===== config.mk =====
export PLATFORM = sky130hd
export DESIGN_NAME = btn_event_ctrl
export DESIGN_NICKNAME = d
export VERILOG_FILES = /design/src/rtl/btn_event_ctrl.sv
export SDC_FILE = /design/constraint.sdc
export NUM_CORES = 1
export LEC_CHECK = 0
export CORE_ASPECT_RATIO = 1.25
export CORE_UTILIZATION = 40
export DETAILED_ROUTE_END_ITERATION = 8
export SLEW_MARGIN = 0
export SYNTH_ARGS = -nofsm -noshare
export SYNTH_HDL_FRONTEND = slang
export SYNTH_SLANG_ARGS = --single-unit

===== constraint.sdc =====
create_clock -name clk -period 2.45 [get_ports clk]
set_input_delay 0.735 -clock clk [delete_from_list [all_inputs] [get_ports clk]]
set_output_delay 0.735 -clock clk [all_outputs]
set_load 0.01 [all_outputs]

===== src/rtl/btn_event_ctrl.sv =====
// Multi-button input controller: per-button sync + debounce + toggle, with
// pressed-button indices queued through a fixed-priority arbiter into a
// small event FIFO that the CPU drains via valid/ready.

// Per-button lane: two-flop synchronizer, debounce counter and toggle state.
module btn_event_lane #(
    parameter int DEBOUNCE_CYCLES = 250000
) (
    input  logic clk,
    input  logic rst_n,
    input  logic btn,
    output logic press,
    output logic toggle
);
    localparam int CW = $clog2(DEBOUNCE_CYCLES);

    logic          s1_q, s2_q;
    logic          db_q, db_d;
    logic          tog_q, tog_d;
    logic [CW-1:0] cnt_q, cnt_d;

    // Accept a new level only after it has disagreed with db for
    // DEBOUNCE_CYCLES consecutive samples; a 0->1 acceptance is a press.
    always_comb begin
        db_d  = db_q;
        cnt_d = '0;
        press = 1'b0;
        if (s2_q != db_q) begin
            if (cnt_q == CW'(DEBOUNCE_CYCLES - 1)) begin
                db_d  = s2_q;
                press = s2_q;
            end else begin
                cnt_d = cnt_q + CW'(1);
            end
        end
        tog_d = tog_q ^ press;
    end

    // Lane state registers.
    always_ff @(posedge clk or negedge rst_n) begin
        if (!rst_n) begin
            s1_q  <= 1'b0;
            s2_q  <= 1'b0;
            db_q  <= 1'b0;
            cnt_q <= '0;
            tog_q <= 1'b0;
        end else begin
            s1_q  <= btn;
            s2_q  <= s1_q;
            db_q  <= db_d;
            cnt_q <= cnt_d;
            tog_q <= tog_d;
        end
    end

    assign toggle = tog_q;
endmodule

module btn_event_ctrl #(
    parameter int  NUM_BTNS        = 4,
    parameter int  DEBOUNCE_CYCLES = 250000,
    parameter int  FIFO_DEPTH      = 4,
    localparam int IDW             = (NUM_BTNS > 1) ? $clog2(NUM_BTNS) : 1
) (
    input  logic                clk,
    input  logic                rst_n,
    input  logic [NUM_BTNS-1:0] btn,
    output logic                evt_valid,
    output logic [IDW-1:0]      evt_id,
    input  logic                evt_ready,
    output logic [NUM_BTNS-1:0] toggle_out,
    output logic                overflow,
    input  logic                overflow_clr
);
    localparam int PW   = $clog2(FIFO_DEPTH);
    localparam int CNTW = PW + 1;

    logic [NUM_BTNS-1:0] press, grant;
    logic [NUM_BTNS-1:0] pend_q, pend_d;
    logic [IDW-1:0]      gnt_id;
    logic                push, pop, ovf_set;
    logic [IDW-1:0]      mem_q [FIFO_DEPTH];
    logic [PW-1:0]       wr_q, wr_d, rd_q, rd_d;
    logic [CNTW-1:0]     cnt_q, cnt_d;
    logic                ovf_q, ovf_d;
    logic                vld_q, vld_d;
    logic [IDW-1:0]      id_q, id_d;

    for (genvar g = 0; g < NUM_BTNS; g++) begin : g_lane
        btn_event_lane #(.DEBOUNCE_CYCLES(DEBOUNCE_CYCLES)) u_lane (
            .clk    (clk),
            .rst_n  (rst_n),
            .btn    (btn[g]),
            .press  (press[g]),
            .toggle (toggle_out[g])
        );
    end

    // Arbiter and pending bits: lowest pending index wins the write port
    // when the FIFO has room; a press landing on an ungranted pend is lost.
    always_comb begin
        grant  = '0;
        gnt_id = '0;
        if (cnt_q < CNTW'(FIFO_DEPTH)) begin
            for (int i = NUM_BTNS - 1; i >= 0; i--) begin
                if (pend_q[i]) begin
                    grant    = '0;
                    grant[i] = 1'b1;
                    gnt_id   = IDW'(i);
                end
            end
        end
        push    = |grant;
        pend_d  = (pend_q & ~grant) | press;
        ovf_set = |(press & pend_q & ~grant);
        ovf_d   = ovf_set | (ovf_q & ~overflow_clr);
    end

    // FIFO bookkeeping; the head is re-registered so evt_id/evt_valid
    // never depend combinationally on evt_ready.
    always_comb begin
        pop  = vld_q & evt_ready;
        wr_d = push ? wr_q + PW'(1) : wr_q;
        rd_d = pop  ? rd_q + PW'(1) : rd_q;
        unique case ({push, pop})
            2'b10:   cnt_d = cnt_q + CNTW'(1);
            2'b01:   cnt_d = cnt_q - CNTW'(1);
            default: cnt_d = cnt_q;
        endcase
        id_d = id_q;
        if (cnt_d != '0) begin
            // Entry being written this cycle is not in mem_q yet.
            id_d = (push && (wr_q == rd_d)) ? gnt_id : mem_q[rd_d];
        end
        vld_d = (cnt_d != '0);
    end

    // Control and output registers.
    always_ff @(posedge clk or negedge rst_n) begin
        if (!rst_n) begin
            pend_q <= '0;
            wr_q   <= '0;
            rd_q   <= '0;
            cnt_q  <= '0;
            ovf_q  <= 1'b0;
            vld_q  <= 1'b0;
            id_q   <= '0;
        end else begin
            pend_q <= pend_d;
            wr_q   <= wr_d;
            rd_q   <= rd_d;
            cnt_q  <= cnt_d;
            ovf_q  <= ovf_d;
            vld_q  <= vld_d;
            id_q   <= id_d;
        end
    end

    // FIFO storage; contents are don't-care until written.
    always_ff @(posedge clk) begin
        if (push) mem_q[wr_q] <= gnt_id;
    end

    assign evt_valid = vld_q;
    assign evt_id    = id_q;
    assign overflow  = ovf_q;
endmodule


* Yosys cells after proc, flatten, opt, wreduce, memory -nomap -nowiden
Memory sizes are Yosys's and may differ from the RTL's. A register that Yosys moved wholly into a read port is not among the register bits. Index checks and enable logic that the tools add are counted.
Storage, ports and cells: latch bits 0, memories kept 1, word-level logic and storage cells 97, memory bits (read-only) 0, bits in writable memories 8, flip-flop bits (word level) 101, input bits 8
Operators by class: multipliers 0, equality and inequality tests 10, mux-type cells 30, shift operators 0, $lt $le $gt $ge 1, add/sub/neg operators 8, bitwise operators 13, reduce and logical (&&, ||, !) cells 8, div/mod/pow operators 0
Memories:
- mem_q | depth 4, width 2, rd ports 1, clocked after Yosys merged registers in 1, write ports 1, line 82 | logic [IDW-1:0] mem_q [FIFO_DEPTH];
Operator list (count):
- $mux 18 | 8
- $add 18x1->18 const B | 4
- $eq 18x18->1 const B | 4
- $mux 4 | 5
- $and 4x4->4 | 3
- $mux 2 | 6
- $mux 1 | 10
- $reduce_and 2->1 | 4
- $reduce_or 4->1 | 2
- $pmux 3 s2 | 1
- $add 2x1->2 const B | 2
- $ne 1x1->1 | 4
- $not 4->4 | 1
- $or 4x4->4 | 1
- $xor 1x1->1 | 4
- $add 3x1->3 const B | 1
- $lt 3x3->1 const B | 1
- $reduce_bool 3->1 | 1
- $sub 3x1->3 const B | 1
- $and 1x1->1 | 2
- $eq 2x1->1 const B | 1
- $eq 2x2->1 const B | 1
- $logic_not 1->1 | 1
- $not 1->1 | 1
- $or 1x1->1 | 1

* Logic depth before layout (Yosys ltp)
Gate-level depths: netlist of run 1.
word-level depth 9, gate-level depth with buffers 11, mapped depth without buffers 11

* Cells and area by module
From an unflattened synthesis of run 1, not the netlist that was laid out.
Unflattened totals: cell total of the unflattened synthesis 528, area, all modules 5489.0 um^2
By module, submodules not included:
- btn_event_lane | seq. area each 550.5 um^2, cells each 104, area an instance 1064.8 um^2, times used 4
- btn_event_ctrl | seq. area each 615.6 um^2, cells each 112, area an instance 1229.9 um^2, times used 1

* Worst setup path after synthesis of run 1
No wires, ideal clock.
path type input to register, start input port evt_ready, end register id_q[1], in the netlist evt_id[1] (read register of mem_q), setup slack -0.142 ns, arrival 2.471 ns, stages 10, buffers on the path 0, data required time 2.329 ns, library setup time 0.121 ns, path through nand2_1 > inv_2 > ha_1 > inv_1 > fa_1 > xor2_1 > or3_1 > nand4bb_1 > o31ai_1 > o22a_1
Between the ends: cells in the longest elaborated chain, start to end 4
RTL lines:
- start: declaration | line 70 | input logic evt_ready,
- $and 1x1->1 * | line 122 | pop = vld_q & evt_ready;
- $eq 2x1->1 / $eq 2x2->1 (equally long branches) | line 125 | unique case ({push, pop})
- $pmux 3 s2 * | line 125
- $reduce_bool 3->1 *
- named net vld_d | line 86 | logic vld_q, vld_d;
- end: declaration | line 87 | logic [IDW-1:0] id_q, id_d;
The timed path passes the listed nets; every way through them passes the cells marked *. A chain may end at the register's enable or synchronous reset.

* Final worst setup path of run 1
Same ends and word-level chain as after synthesis.

==> out/metrics.yaml, run 1 <==
rr_startpoint: "pend_q[3]"
power_density_mw_per_mm2: 663
p_seq_frac: 0.513
yosys-top-cells-count: "dfrtp_1, nor2_1, xor2_1, nand2_1, nand3_1"
insertion_delay_ps: 360
synth_top_area_share: 0.487
crit_fanout: 3
clk_pin_slew_ps: 70
dpl.cell_count: 688
final_area_sq_mm: 0.00599
tritoncts: "done"
root_buffer: "clkbuf_16"
holdWs_ps: 297
syn_avg_cell_area_sq_um: 10.5
path_cells: "clkdlybuf4s15_1, nand2_4, inv_4, ha_4, inv_1, fa_2, xor2_1, or3_1, nand4bb_1, o31ai_1, o22a_1"
dp_hpwl_um: 6500
wl_per_cell_um: 13.3
path_class: "input pin to flop"
yosysMostFrequentCell: "dfrtp_1"
critPathMaxStageDelay_ps: 340
hp-class: "input pin to async pin"
cts_hold_buf: 0
grt_overflow_total: 0
synth_area_leader_cell: "dfrtp_1"
timing.final.ws_setup_ps: 143
switchingPower_mw: 1.07
grt_max_degree: 48
numCtsBuffers: 9
p_sw_frac: 0.269
finalPower_mw: 3.97
p_int_mw: 2.90
required_ps: 2700
worst_r2r_endpoint: "evt_id[1]"
coreArea_sq_mm: 0.0128
placed_area_sq_mm: 0.00570
leakage_nw: 2.53
synth_area_sq_mm: 0.00529
setup_viol: 0
slowest_stage: "fa_2"
io_buffers: 15
critPathCaptureType: "flop"
critical_path_arrival_ps: 2550
io-pin-count: 16
synth_cells: 505
antenna_left: 0
cts_setup_buffers: 0
initial_core_util: 0.414
ys_seq_elements: 111
status: "complete, no violations"
cap_violations: 0
worst_pin_slew_ps: 751
syn_to_final_growth_pct: 13.3
drt_wl_total_um: 9340
htree_levels: 3
fin_util: 0.469
async_flop_share: 0.928
dr.pass1.iters: 4
clockBufferDepth: 2
die-area_sq_mm: 0.0137
syn_nets: 523
clockPowerShare: 0.349
start_kind: "input pin"
rows: 46
rrSetupSlack_ps: 190
num_vias: 3536
comb_power_share: 0.139
fin_setup_tns_ps: 0
grt_pass1_wl_um: 16700
synth_cell_types: 51
final_hold_viol_count: 0
drive_above_1_share: 0.0896
post-route-drc-count: 0
die_w_um: 105
yosys_most_used_dff: "dfrtp_1"
ir_drop_uv: 439
ys.warnings.count: 0
grt_pass1_vias: 3614
relSlewSlack: 0.492
instances_no_fill: 704
antenna_found_initial: 0
reg2regPathDepth: 11
synth.area.top_cells: "dfrtp_1, xor2_1, nor2_1, xnor2_1, edfxtp_1"
rsz0062_at_grt: "false"
gp_congestion: 0.834
yosysSeqAreaShare: 0.533
cts.sinks: 111
diodes: 0
nNetsFinal: 549
grt.total_usage: 0.154
finClkSkew_ps: 5.71
synth-edff-count: 8
slew_viol_final: 0
pre_cts_ws_ps: -641
finalCriticalPeriod_ps: 2310
die_h_um: 131
viasPerCell: 5.02
period_share: 0.941
drt_iter0_drc: 118
fmax_mhz: 434
-- area by class of cell --
| class | count | area (sq um) |
|---|---|---|
| fill | 1210 | 6780 |
| sequential | 111 | 2820 |
| multi-input combinational | 363 | 2340 |
| timing repair buffer | 29 | 278 |
| clock buffer | 9 | 225 |
| tap | 168 | 210 |
| inverter | 17 | 66.3 |
| clock inverter | 7 | 56.3 |
-- critical path, delay by kind of cell --
| kind | cells | cell delay, ps |
|---|---|---|
| AOI/OAI and AO/OA | 2 | 260 |
| and+or+nand+nor | 3 | 590 |
| buffers and inverters | 3 | 350 |
| adders and majority gates | 2 | 460 |
| xor gates and xnor gates | 1 | 160 |
-- power groups by stage --
stage               logic [mW]  registers, mW  clock network (mW)
floorplan                0.402           2.02                   0
global placement         0.523           2.07                   0
detailed placement       0.553           2.07                   0
CTS                      0.556           2.04                1.44
global route             0.621           2.06                1.51
finish                   0.552           2.04                1.38
-- layer usage --
layer	track usage	part of all wire
met1	0.184	0.45
met2	0.265	0.50
met3	0.0293	0.025
met4	0.0845	0.025
met5	0	0
-- how the worst max path moves through the flow --
| stage | start | cells after the start | endpoint | slack, ps |
|---|---|---|---|---|
| after CTS | evt_ready | 11 | evt_id[1] | 70 |
| after global placement | evt_ready | 11 | evt_id[1] | -500 |
| after floorplan | evt_ready | 10 | evt_id[1] | 20 |
| after detailed placement | evt_ready | 11 | evt_id[0] | -640 |
| final | evt_ready | 11 | evt_id[1] | 140 |
| after global routing | pend_q[3] | 11 | evt_id[1] | 50 |
-- sequential cells by signal, indices dropped and copies added (netlist names), 3 cells and up --
signal,count
cnt_q,3
g_lane.u_lane.s1_q,4
g_lane.u_lane.db_q,4
g_lane.u_lane.s2_q,4
mem_q,8
g_lane.u_lane.toggle,4
pend_q,4
g_lane.u_lane.cnt_q,72
-- timing repair --
| action | CTS | global route |
|---|---|---|
| hold endpoints to repair | 0 | 0 |
| pin swaps | 1 | 3 |
| setup endpoints to repair | 3 | 2 |
| resized for setup | 2 | 5 |
-- layout by cell type, fill, tap and decap left out, types with 7 or more instances in the layout --
| master | n |
|---|---|
| nor3_1 | 7 |
| edfxtp_1 | 8 |
| nand2_1 | 32 |
| dfrtp_1 | 103 |
| inv_1 | 15 |
| clkbuf_16 | 9 |
| nor2_1 | 91 |
| and2_1 | 7 |
| ha_1 | 8 |
| nand4_1 | 14 |
| clkdlybuf4s50_1 | 13 |
| xor2_1 | 46 |
| and3_1 | 9 |
| buf_4 | 13 |
| nand3_1 | 31 |
| xnor2_1 | 30 |
-- cell families (layout without fill, tap and decap cells) --
logic type | Yosys count | in the layout | share of synthesized area
mux | 7 | 7 | 0.0144
fa+ha+maj | 10 | 10 | 0.0251
buf+inv | 31 | 62 | 0.0305
simple gates | 241 | 241 | 0.231
flops | 111 | 111 | 0.533
compound gates | 29 | 29 | 0.0404
xor+xnor | 76 | 76 | 0.126
Note: power is estimated with default switching activity, not from simulation.
==> run 2: changes to the inputs <==
==> constraint.sdc (replaced) <==
create_clock -name clk -period 3 [get_ports clk]
set_input_delay 0.9 -clock clk [delete_from_list [all_inputs] [get_ports clk]]
set_output_delay 0.9 -clock clk [all_outputs]
set_load 0.01 [all_outputs]
==> out/metrics.yaml, run 2 (synthesized netlist as in run 1, its figures left out) <==
status: "complete, no violations"
drt_iter0_drc: 141
worst_pin_slew_ps: 756
nFillCells: 1185
min-delay-start: "g_lane[2].u_lane.s1_q"
die-area_sq_mm: 0.0137
dr.pass1.iters: 4
io-pin-count: 16
finalCriticalPeriod_ps: 2820
diodes: 0
grt_pass1_wl_um: 16800
syn_to_final_growth_pct: 12.6
nNetsFinal: 546
critPathMaxStageDelay_ps: 480
rr_startpoint: "pend_q[2]"
relSlewSlack: 0.496
rows: 46
coreArea_sq_mm: 0.0128
io_buffers: 15
grt_max_degree: 42
reg_top3: "g_lane.u_lane.cnt_q x72, mem_q x8"
startpoint: "evt_ready"
die_h_um: 131
finalPower_mw: 3.36
setup_viol: 0
fmax_mhz: 354
crit_fanout: 3
cts_setup_buffers: 0
fin_util: 0.466
insertion_delay_ps: 360
drt_wl_total_um: 9390
crit_buf_inv: 3
start_kind: "input pin"
clockBufferDepth: 2
reg2regPathDepth: 12
pre_cts_ws_ps: -212
viasPerCell: 5.04
largest_register_ffs: 72
slew_viol_final: 0
cap_violations: 0
critical_path_arrival_ps: 3060
most-common-layout-cells: "dfrtp_1, nor2_1, xor2_1"
grt.total_usage: 0.154
finClkSkew_ps: 10.6
die_w_um: 105
seq_area_sq_mm: 0.00282
antenna_found_initial: 0
root_buffer: "clkbuf_16"
grt_pass1_vias: 3620
final_hold_viol_count: 0
grt_overflow_total: 0
antenna_left: 0
multiInputGateArea_sq_mm: 0.00231
hp-class: "flop to flop"
period_share: 0.941
ir_drop_uv: 258
dp_hpwl_um: 6500
whs_path_depth: 0
wl_per_cell_um: 13.4
post-route-drc-count: 0
slowest_stage: "clkdlybuf4s50_1"
critical_path.top_delay_family: "simple AND/OR/NAND/NOR gates"
power_density_mw_per_mm2: 564
layout_commonest_cell: "dfrtp_1"
critPathCaptureType: "flop"
drive_above_1_share: 0.0732
tritoncts: "done"
whs_endpoint: "g_lane[2].u_lane.s2_q"
path_cells: "clkdlybuf4s50_1, nand2_1, inv_2, ha_1, inv_1, fa_1, xor2_1, or3_1, nand4bb_1, o41ai_2, o22a_1"
gp_congestion: 0.787
rsz0062_at_grt: "false"
htree_levels: 3
path_class: "input pin to flop"
required_ps: 3240
timing.final.ws_setup_ps: 176
initial_core_util: 0.414
cts.sinks: 111
num_vias: 3531
top_register: "g_lane.u_lane.cnt_q"
rrSetupSlack_ps: 430
clk_pin_slew_ps: 70
numCtsBuffers: 9
leakage_nw: 2.52
worst_r2r_endpoint: "evt_id[0]"
[run 2: worst max-delay path by stage]
stage                           end  cells after the start
after floorplan           evt_id[1]                     10
after global placement    evt_id[1]                     11
after detailed placement  evt_id[1]                     11
after CTS                 evt_id[1]                     11
after global routing      evt_id[0]                     11
final                     evt_id[0]                     11
[run 2: area by class of cell]
class,instances,share of cell area
Multi-Input combinational cell,363,0.388
Inverter,17,0.0107
Timing Repair Buffer,26,0.0386
Tap cell,168,0.0353
Sequential cell,111,0.473
Clock inverter,5,0.0103
Clock buffer,11,0.0443
[run 2: report_power, final]
| part | switching, mW | leakage (nW) | internal [mW] |
|---|---|---|---|
| Clock | 0.548 | 0.162 | 0.727 |
| Sequential | 0.0929 | 1.44 | 1.58 |
| Combinational | 0.208 | 0.919 | 0.208 |
| Total | 0.849 | 2.52 | 2.51 |
[run 2: timing repair]
item	in CTS	in global routing
hold buffers	0	0
gates resized for setup	0	1
endpoints found under the setup margin	0	2
[run 2: through the flow]
step	TNS, ps	std cells	hold WS (ps)	area [sq um]
floorplan	0	505	331	5290
detailed placement	-436	685	346	5630
global placement	-265	685	340	5630
global route	0	701	367	5960
finish	0	701	358	5960
CTS	0	701	364	5960
[run 2: per-layer routing]
layer,routed length [um],global-route usage,part of all wire
met1,4340,0.190,0.46
met5,0,0,0
met3,246,0.0278,0.026
met2,4580,0.260,0.49
met4,225,0.0820,0.024
